### src/rtl/alu_op_sequencer_if.sv
// Operand/mode input channel shared by A, B and M words.
// The host drives din/din_valid; the sequencer answers with din_ready.
interface alu_op_sequencer_if #(
  parameter int WIDTH = 4
);
  logic [WIDTH-1:0] din;
  logic             din_valid;
  logic             din_ready;

  modport master (output din, output din_valid, input din_ready);
  modport slave  (input din, input din_valid, output din_ready);
endinterface

### src/rtl/alu_op_sequencer.sv
// Sequences one ALU operation: collects A, B, M over a valid/ready channel,
// pulses the operand-register loads, waits EXEC_CYCLES, captures the result.
module alu_op_sequencer #(
  parameter int WIDTH       = 4,
  parameter int EXEC_CYCLES = 2,
  parameter int CNT_WIDTH   = 8
) (
  input  logic                 clk,
  input  logic                 rst_n,
  input  logic                 start,
  input  logic                 abort,
  alu_op_sequencer_if.slave    din_if,
  output logic [WIDTH-1:0]     opnd,
  output logic                 ld_a,
  output logic                 ld_b,
  output logic                 ld_m,
  input  logic [WIDTH-1:0]     alu_res,
  input  logic                 alu_cout,
  output logic [WIDTH-1:0]     result,
  output logic                 cout,
  output logic                 busy,
  output logic                 done,
  output logic [CNT_WIDTH-1:0] op_count
);

  typedef enum logic [3:0] {
    IDLE,
    WAIT_A,
    WR_A,
    WAIT_B,
    WR_B,
    WAIT_M,
    WR_M,
    EXEC,
    DONE
  } state_e;

  // EXEC_CYCLES is legal in 1..15, so the down-counter fits in 4 bits.
  localparam logic [3:0] EXEC_LOAD = 4'(EXEC_CYCLES - 1);

  state_e               state_q, state_d;
  logic [WIDTH-1:0]     opnd_q, opnd_d;
  logic [WIDTH-1:0]     result_q, result_d;
  logic                 cout_q, cout_d;
  logic [3:0]           exec_cnt_q, exec_cnt_d;
  logic [CNT_WIDTH-1:0] op_count_q, op_count_d;

  always_comb begin
    // NOTE: every signal gets a default before the case so no path leaves it unassigned (no latches).
    state_d    = state_q;
    opnd_d     = opnd_q;
    result_d   = result_q;
    cout_d     = cout_q;
    exec_cnt_d = exec_cnt_q;
    op_count_d = op_count_q;

    if (abort) begin
      state_d = IDLE;
    end else begin
      case (state_q)
        IDLE:   if (start) state_d = WAIT_A;
        WAIT_A: if (din_if.din_valid) begin opnd_d = din_if.din; state_d = WR_A; end
        WR_A:   state_d = WAIT_B;
        WAIT_B: if (din_if.din_valid) begin opnd_d = din_if.din; state_d = WR_B; end
        WR_B:   state_d = WAIT_M;
        WAIT_M: if (din_if.din_valid) begin opnd_d = din_if.din; state_d = WR_M; end
        WR_M: begin
          exec_cnt_d = EXEC_LOAD;
          state_d    = EXEC;
        end
        EXEC: begin
          if (exec_cnt_q == 4'd0) begin
            result_d   = alu_res;
            cout_d     = alu_cout;
            op_count_d = op_count_q + CNT_WIDTH'(1);
            state_d    = DONE;
          end else begin
            exec_cnt_d = exec_cnt_q - 4'd1;
          end
        end
        DONE:    state_d = IDLE;
        default: state_d = IDLE;
      endcase
    end
  end

  always_ff @(posedge clk or negedge rst_n) begin
    if (!rst_n) begin
      state_q    <= IDLE;
      opnd_q     <= '0;
      result_q   <= '0;
      cout_q     <= 1'b0;
      exec_cnt_q <= '0;
      op_count_q <= '0;
    end else begin
      // NOTE: non-blocking so every flop samples the pre-edge values of the others.
      state_q    <= state_d;
      opnd_q     <= opnd_d;
      result_q   <= result_d;
      cout_q     <= cout_d;
      exec_cnt_q <= exec_cnt_d;
      op_count_q <= op_count_d;
    end
  end

  // Control outputs are pure state decodes, so no input reaches an output combinationally.
  assign din_if.din_ready = (state_q == WAIT_A) || (state_q == WAIT_B) || (state_q == WAIT_M);
  assign ld_a     = (state_q == WR_A);
  assign ld_b     = (state_q == WR_B);
  assign ld_m     = (state_q == WR_M);
  assign busy     = (state_q != IDLE);
  assign done     = (state_q == DONE);
  assign opnd     = opnd_q;
  assign result   = result_q;
  assign cout     = cout_q;
  assign op_count = op_count_q;

endmodule

### src/flat_wrapper.sv
// flat-port wrapper written by rule: the top's interface ports become plain ports
module alu_op_sequencer_flat 
#(
  parameter int WIDTH       = 4,
  parameter int EXEC_CYCLES = 2,
  parameter int CNT_WIDTH   = 8
)
  (clk, rst_n, start, abort, opnd, ld_a, ld_b, ld_m, alu_res, alu_cout, result, cout, busy, done, op_count, din_if_din, din_if_din_valid, din_if_din_ready);
  alu_op_sequencer_if #(.WIDTH(WIDTH)) din_if_i ();
  input  logic clk;
  input  logic rst_n;
  input  logic start;
  input  logic abort;
  output logic [WIDTH-1:0] opnd;
  output logic ld_a;
  output logic ld_b;
  output logic ld_m;
  input  logic [WIDTH-1:0] alu_res;
  input  logic alu_cout;
  output logic [WIDTH-1:0] result;
  output logic cout;
  output logic busy;
  output logic done;
  output logic [CNT_WIDTH-1:0] op_count;
  input wire logic [$bits(din_if_i.din)-1:0] din_if_din;
  input wire logic [$bits(din_if_i.din_valid)-1:0] din_if_din_valid;
  output wire logic [$bits(din_if_i.din_ready)-1:0] din_if_din_ready;
  assign din_if_i.din = din_if_din;
  assign din_if_i.din_valid = din_if_din_valid;
  assign din_if_din_ready = din_if_i.din_ready;
  alu_op_sequencer #(.WIDTH(WIDTH), .EXEC_CYCLES(EXEC_CYCLES), .CNT_WIDTH(CNT_WIDTH)) u_core (.clk(clk), .rst_n(rst_n), .start(start), .abort(abort), .din_if(din_if_i), .opnd(opnd), .ld_a(ld_a), .ld_b(ld_b), .ld_m(ld_m), .alu_res(alu_res), .alu_cout(alu_cout), .result(result), .cout(cout), .busy(busy), .done(done), .op_count(op_count));
endmodule
### config.mk
export PLATFORM = sky130hd
export DESIGN_NAME = alu_op_sequencer_flat
export DESIGN_NICKNAME = d
export VERILOG_FILES = /design/src/rtl/alu_op_sequencer_if.sv /design/src/rtl/alu_op_sequencer.sv /design/src/flat_wrapper.sv
export SDC_FILE = /design/constraint.sdc
export NUM_CORES = 1
export LEC_CHECK = 0
export ABC_AREA = 1
export CORE_ASPECT_RATIO = 0.7
export CORE_MARGIN = 8
export CORE_UTILIZATION = 51
export DETAILED_ROUTE_END_ITERATION = 16
export PLACE_DENSITY_LB_ADDON = 0.08
export SYNTH_ARGS = -nofsm -noshare
export SYNTH_HDL_FRONTEND = slang
export SYNTH_SLANG_ARGS = --single-unit
export TNS_END_PERCENT = 50
### constraint.sdc
create_clock -name clk -period 3.2 [get_ports clk]
set_input_delay 0.48 -clock clk [delete_from_list [all_inputs] [get_ports clk]]
set_output_delay 0.48 -clock clk [all_outputs]
set_load 0.01 [all_outputs]
==> results of run 1 <==
## registers in the layout, indices dropped and copies added, names as in the netlist
register and count:
u_core.result 4, u_core.opnd 4, u_core.state_q 4, u_core.cout 1, u_core.op_count 8, u_core.exec_cnt_q 4
## synth_stat cells (all sizes together)
library cell / number
buf: 2
dfrtp: 25
nand2: 65
nor3: 2
and2: 1
xor2: 3
xnor2: 1
o21ai: 11
nand3b: 1
nor2: 13
nand3: 19
ha: 2
inv: 28
nand4: 4
o31ai: 1
## per-stage QoR
step                      setup WS [ps]  hold WS [ps]
after floorplan                    1790           184
after global placement             1340           462
after detailed placement           1290           473
after CTS                           986           493
after global routing                903           516
final                               994           489
## layout make-up
type	count	area (sq um)
fillers	199	699
flip-flops and latches	25	626
multi-input cells	123	602
repair buffers	37	368
inverters	28	110
well taps	34	42.5
clock buffers	3	41.3
clock inverters	1	7.51
## cell families after synthesis
family          count (synthesis)  share of synthesized area (%)
fa+ha+maj                       2                           1.83
compound gates                 12                           4.58
simple gates                  105                           35.1
buf+inv                        30                           10.1
flops                          25                           45.8
xor+xnor                        4                           2.57
## power by group
| part | leakage, nW | switching, mW | internal (mW) | total (mW) |
|---|---|---|---|---|
| Clock | 0.0217 | 0.102 | 0.0883 | 0.190 |
| Sequential | 0.326 | 0.0513 | 0.371 | 0.423 |
| Combinational | 0.551 | 0.196 | 0.187 | 0.383 |
## critical path: stages (launching register included)
cell                              delay [ps]
sky130_fd_sc_hd__dfrtp_1                 440
sky130_fd_sc_hd__nor2_1                  230
sky130_fd_sc_hd__inv_1                    90
sky130_fd_sc_hd__nor3_1                  130
sky130_fd_sc_hd__clkdlybuf4s50_1         560
## layer usage
layer | global-route usage, % | vias up
met5 | 0 | -
met4 | 2.67 | 0
met3 | 7.73 | 2
met2 | 23.6 | 42
met1 | 15.9 | 564
li1 | - | 630
## worst max-delay path by stage
stage,from,to,slack (ps),depth (start not counted)
after floorplan,u_core.state_q[1],done,1790,3
after global placement,u_core.state_q[1],done,1340,4
after detailed placement,u_core.state_q[1],done,1290,4
after CTS,u_core.state_q[1],done,990,4
after global routing,u_core.state_q[1],done,900,4
final,u_core.state_q[1],done,990,4
==> results.rst, run 1 <==
.. list-table::
   :header-rows: 1

   * - Metric
     - Value
   * - Outcome
     - completed
   * - Per-cell routed wire length
     - 12.3 microns
   * - Total count of max-transition violations in the final report
     - 0
   * - Final antenna diode count
     - 0
   * - Post-route met1 wirelength
     - 1330 microns
   * - Sum of negative setup slack
     - 0 ps
   * - Highest fanout seen on the critical path
     - 6
   * - Synth warn
     - 0
   * - Top layer reached by signal wires
     - met4
   * - Num CTS Buffers
     - 3
   * - Post-synth net total
     - 194
   * - Number of nets with antenna violations after routing
     - 0
   * - Global-route usage over all layers
     - 14.2%
   * - Peak VDD IR
     - 0.366 mV
   * - Worst Setup End Kind
     - output port
   * - Worst clock skew
     - 2.58 ps
   * - # placed instances
     - 247
   * - Proportion of netlist area held by the largest area contributor
     - 45.8%
   * - # hold bufs at CTS
     - 0
   * - Weighted congestion reported at the end of routability-driven placement
     - 0.954
   * - Cell count after synthesis
     - 178
   * - Commonest cells after routing, fill and taps aside
     - 63 x sky130_fd_sc_hd__nand2_1, 36 x sky130_fd_sc_hd__clkdlybuf4s50_1, 26 x sky130_fd_sc_hd__inv_1, 25 x sky130_fd_sc_hd__dfrtp_1, 17 x sky130_fd_sc_hd__nand3_1
   * - Total overflow reported by the global router
     - 0
   * - Type of the setup path with the least slack
     - flop to output port
   * - Logic depth of the worst register-to-register path
     - 9
   * - Cells resized by post-CTS repair
     - 0
   * - Actual slew at the worst max-slew pin
     - 308 ps
   * - Area added between synthesis and finish
     - 31.6%
   * - FMAX
     - 453 MHz
   * - Required time reported for the critical path endpoint
     - 2720 ps
   * - Detailed Route Iter0 Violations
     - 45
   * - Total number of nets in the final design
     - 234
   * - Number of remaining DRC errors
     - 0
   * - Proportion of layout cells with a drive suffix above 1
     - 5.99%
   * - Later-pin clock latency in the skew report
     - 270 ps
   * - Worst R2R Start
     - u_core.exec_cnt_q[0]
   * - Y dimension of the die
     - 59.3 microns
   * - Slew HR
     - 79.5%
   * - Worst-case register-to-register setup slack
     - 1620 ps
   * - Core outline area
     - 2500 sq um
   * - Clk sinks
     - 25
   * - Fraction of the core area covered by cells at the end of the flow
     - 72.0%
   * - Starting density of the core
     - 54.7%
   * - Final setup violation count
     - 0
   * - Syn_area_per_cell
     - 7.67 sq um
   * - Number of top-level pins
     - 37
   * - Placement-stage cell area
     - 1750 sq um
   * - Antenna violations before repair
     - 0
   * - Pwr Density
     - 554 nW/um^2
   * - HP Class
     - flop to flop
   * - Endpoints failing hold
     - 0
   * - Number of setup buffers added after CTS
     - 0
   * - Die outline area
     - 4610 sq um
   * - Total non-filler cell area in the finished layout
     - 1800 sq um
   * - Hold path depth
     - 2
   * - Clock tree from TritonCTS
     - yes
   * - Leading post-synthesis cells by cell area
     - sky130_fd_sc_hd__dfrtp_1 46%, sky130_fd_sc_hd__nand2_1 17%, sky130_fd_sc_hd__inv_1 7.1%, sky130_fd_sc_hd__nand3_1 6.2%, sky130_fd_sc_hd__o21ai_0 4.0%
   * - Quantity of I/O buffers inserted on ports
     - 36
   * - CTS H-Tree Depth
     - 1
   * - Final Cycle Share
     - 69.0%
   * - Total Power Consumption
     - 995 uW
   * - Most common cell after layout, fill and taps aside
     - sky130_fd_sc_hd__nand2_1
   * - Arrival time at the worst endpoint
     - 1730 ps
   * - Unrepaired setup endpoints after global routing
     - no
   * - Core Rows
     - 15
   * - Number of unique standard cell types used by synthesis
     - 23
   * - Total vias in the final route
     - 1,238
   * - End point of the most critical hold path
     - u_core.result[0]
   * - Netlist Area Pre-Place
     - 1370 sq um
   * - Sum of met2 wire segment lengths after detailed routing
     - 1410 microns
   * - Length of routed met3 wiring
     - 331 microns
   * - FF-to-FF End
     - u_core.op_count[2]
   * - Pin count of the biggest net entering global routing
     - 26
   * - Post-synthesis sequential area ratio
     - 45.8%
   * - Static Leakage
     - 0.899 nW
   * - Post-synthesis cell type with the largest combined area
     - sky130_fd_sc_hd__dfrtp_1
   * - Die extent in x
     - 77.8 microns
   * - Startpoint of the lowest-slack hold path
     - u_core.result[0]
   * - Startpoint Class
     - flop
   * - Average vias per placed instance
     - 4.93
   * - Number of max-cap violations
     - 0
   * - Dpl hpwl
     - 2420 microns
   * - Number of standard cells in the final layout excluding fillers
     - 251
   * - Aggregate routed wire length
     - 3090 microns
   * - Via count of the first global-routing pass
     - 1,210
   * - Final Critical Period
     - 2210 ps
   * - Root buf cell
     - sky130_fd_sc_hd__clkbuf_8
   * - Seq cells post-synth
     - 25
   * - Wire length of the first global-routing pass
     - 5350 microns
   * - Buffer levels on the longest clock path
     - 2
   * - Clock transition at path regs
     - 90 ps
   * - Pre-Repair DR Iteration Count
     - 4
(Power assumes the default switching activity.)
==> inputs of run 2 (changes only) <==
Settings changed: CORE_UTILIZATION 51 to 47.
Clock period 3.2 ns to 2.2 ns, I/O delays scaled along.
==> run 2 against run 1 <==
Net effect: non-clock buffer count is the same; critical path depth did not move; register-to-register slack worse by 1000 ps; sequential power is 46% higher; clock skew up 3.0 ps; combinational power grew 47%; first-iteration DRC count increased by 42%; largest cell class unchanged; highest routed layer unchanged.
==> results.rst, run 2 (same netlist as run 1, synthesis figures left out) <==
.. list-table::
   :header-rows: 1

   * - Metric
     - Value
   * - Share of power burned in combinational logic
     - 38.8% (+0.4 points)
   * - Area added between synthesis and finish
     - 32.0%
   * - Cells resized by post-CTS repair
     - 0 (unchanged)
   * - Worst R2R Start
     - u_core.exec_cnt_q[0]
   * - Type of the setup path with the least slack
     - flop to output port
   * - Startpoint Class
     - flop
   * - Buffer levels on the longest clock path
     - 2 (unchanged)
   * - CP Launch Point
     - u_core.state_q[1]
   * - Core Rows
     - 16 (+1)
   * - Actual slew at the worst max-slew pin
     - 332 ps (+23.9 ps)
   * - Average vias per placed instance
     - 4.88 (-1.1%)
   * - Max FFs per register
     - 8 (unchanged)
   * - Pwr Density
     - 807 nW/um^2 (+46%)
   * - Switching power
     - 512 uW (+47%)
   * - Number of remaining DRC errors
     - 0 (unchanged)
   * - Pre-Repair DR Iteration Count
     - 4 (unchanged)
   * - Aggregate routed wire length
     - 3180 microns (+3.0%)
   * - CTS H-Tree Depth
     - 1 (unchanged)
   * - Logic depth of the worst register-to-register path
     - 9 (unchanged)
   * - Slew HR
     - 77.9% (-1.6 points)
   * - Global-route usage over all layers
     - 14.1% (-0.16 points)
   * - Clk sinks
     - 25 (unchanged)
   * - Internal portion of total power
     - 942 uW (+46%)
   * - Num CTS Buffers
     - 3 (unchanged)
   * - Die extent in x
     - 80.4 microns (+3.3%)
   * - Starting density of the core
     - 49.1% (-5.6 points)
   * - Part of the total power dissipated in sequential elements
     - 42.3% (-0.2 points)
   * - Worst Setup End Kind
     - output port
   * - Proportion of layout cells with a drive suffix above 1
     - 6.45% (+0.46 points)
   * - Final Cycle Share
     - 92.9%
   * - Highest fanout seen on the critical path
     - 6 (unchanged)
   * - Final Critical Period
     - 2040 ps
   * - Number of max-cap violations
     - 0 (unchanged)
   * - Wire length of the first global-routing pass
     - 5420 microns (+1.3%)
   * - Most common cell after layout, fill and taps aside
     - sky130_fd_sc_hd__nand2_1
   * - Dpl hpwl
     - 2530 microns (+4.8%)
   * - Die outline area
     - 4910 sq um (+6.5%)
   * - Pin count of the biggest net entering global routing
     - 26 (unchanged)
   * - Total count of max-transition violations in the final report
     - 0 (unchanged)
   * - Number of top-level pins
     - 37 (unchanged)
   * - Arrival time at the worst endpoint
     - 1710 ps (-20 ps)
   * - Sum of negative setup slack
     - 0 ps (unchanged)
   * - Detailed Route Iter0 Violations
     - 64 (+42%)
   * - Outcome
     - completed
   * - Core outline area
     - 2780 sq um (+11%)
   * - # hold bufs at CTS
     - 0 (unchanged)
   * - Final antenna diode count
     - 0 (unchanged)
   * - Quantity of I/O buffers inserted on ports
     - 36 (unchanged)
   * - FF-to-FF End
     - u_core.op_count[2]
   * - Unrepaired setup endpoints after global routing
     - no
   * - Via count of the first global-routing pass
     - 1,299 (+7.4%)
   * - Worst-case register-to-register setup slack
     - 620 ps (-1000 ps)
   * - Static Leakage
     - 0.899 nW (about the same)
   * - Peak VDD IR
     - 0.596 mV (+63%)
   * - Number of nets with antenna violations after routing
     - 0 (unchanged)
   * - Clock transition at path regs
     - 90 ps (about the same)
   * - Fraction of the core area covered by cells at the end of the flow
     - 64.7% (-7.2 points)
   * - Total vias in the final route
     - 1,234 (-0.32%)
   * - Endpoints failing hold
     - 0 (unchanged)
   * - FMAX
     - 490 MHz
   * - Final setup violation count
     - 0 (unchanged)
   * - Y dimension of the die
     - 61.1 microns (+3.0%)
   * - Maximum single-stage delay on the critical path
     - 580 ps (+20 ps)
   * - Total number of nets in the final design
     - 234 (unchanged)
   * - Antenna violations before repair
     - 0 (unchanged)
   * - Later-pin clock latency in the skew report
     - 270 ps (about the same)
   * - Crit path cell chain
     - nor2_2 > inv_1 > nor3_1 > clkdlybuf4s50_1
   * - HP Class
     - input port to asynchronous set/reset pin
   * - Number of setup buffers added after CTS
     - 0 (unchanged)
   * - Fraction of power spent switching nets
     - 35.2% (+0.14 points)
   * - Proportion of power drawn by the clock network
     - 18.9% (-0.2 points)
   * - Slowest cell on crit path
     - sky130_fd_sc_hd__clkdlybuf4s50_1
   * - Weighted congestion reported at the end of routability-driven placement
     - 0.917 (-3.9%)
   * - Root buf cell
     - sky130_fd_sc_hd__clkbuf_8
   * - Clock tree from TritonCTS
     - yes
   * - Worst clock skew
     - 5.57 ps (+2.99 ps)
   * - Per-cell routed wire length
     - 12.6 microns (+2.2%)
   * - Commonest cells after routing, fill and taps aside
     - 63 x sky130_fd_sc_hd__nand2_1, 36 x sky130_fd_sc_hd__clkdlybuf4s50_1, 26 x sky130_fd_sc_hd__inv_1, 25 x sky130_fd_sc_hd__dfrtp_1, 17 x sky130_fd_sc_hd__nand3_1
   * - Required time reported for the critical path endpoint
     - 1870 ps (-850 ps)
   * - Total overflow reported by the global router
     - 0 (unchanged)
[run 2: routing by layer]
layer	part of all wire, %	wire length, microns	up-vias	track usage [%]
met4	0.53	17	0	3.87
met3	6.8	217	2	5.98
met2	48	1520	25	24.0
met1	45	1430	578	15.9
met5	0	0	-	0
li1	-	-	629	-
[run 2: worst max path at each step]
stage | endpoint | depth (start not counted) | slack [ps]
2_1_floorplan | u_core.op_count[6] | 8 | 810
3_3_place_gp | done | 4 | 490
3_5_place_dp | done | 4 | 430
4_1_cts | done | 4 | 130
5_1_grt | done | 4 | 50
6_report | done | 4 | 160
[run 2: per-stage QoR]
| stage | instance area (sq um) | hold slack (ps) | instances | power (mW) | setup slack (ps) |
|---|---|---|---|---|---|
| finish | 1800 | 412 | 253 | 1.45 | 157 |
| global route | 1800 | 450 | 253 | 1.56 | 49.7 |
| global placement | 1750 | 468 | 249 | 1.16 | 489 |
| floorplan | 1370 | 34.4 | 178 | 0.910 | 810 |
| CTS | 1800 | 423 | 253 | 1.46 | 129 |
| detailed placement | 1750 | 470 | 249 | 1.18 | 430 |
[run 2: final cells by class]
cell class / instances / area [sq um]
multi-input cells: 123 / 604
well taps: 36 / 45.0
repair buffers: 37 / 368
inverters: 28 / 110
clock inverters: 1 / 7.51
flip-flops and latches: 25 / 626
fillers: 236 / 981
clock buffers: 3 / 41.3
[run 2: critical path, delay by kind of cell (launching register included)]
family        cells  cell delay [ps]
buf+inv           2              660
flops             1              460
simple gates      2              340
[run 2: power by group through the flow]
| stage | registers (mW) | logic (mW) | clock network (mW) |
|---|---|---|---|
| 2_1_floorplan | 0.631 | 0.279 | 0 |
| 3_3_place_gp | 0.615 | 0.546 | 0 |
| 3_5_place_dp | 0.619 | 0.564 | 0 |
| 4_1_cts | 0.611 | 0.567 | 0.282 |
| 5_1_grt | 0.631 | 0.630 | 0.299 |
| 6_report | 0.616 | 0.564 | 0.275 |
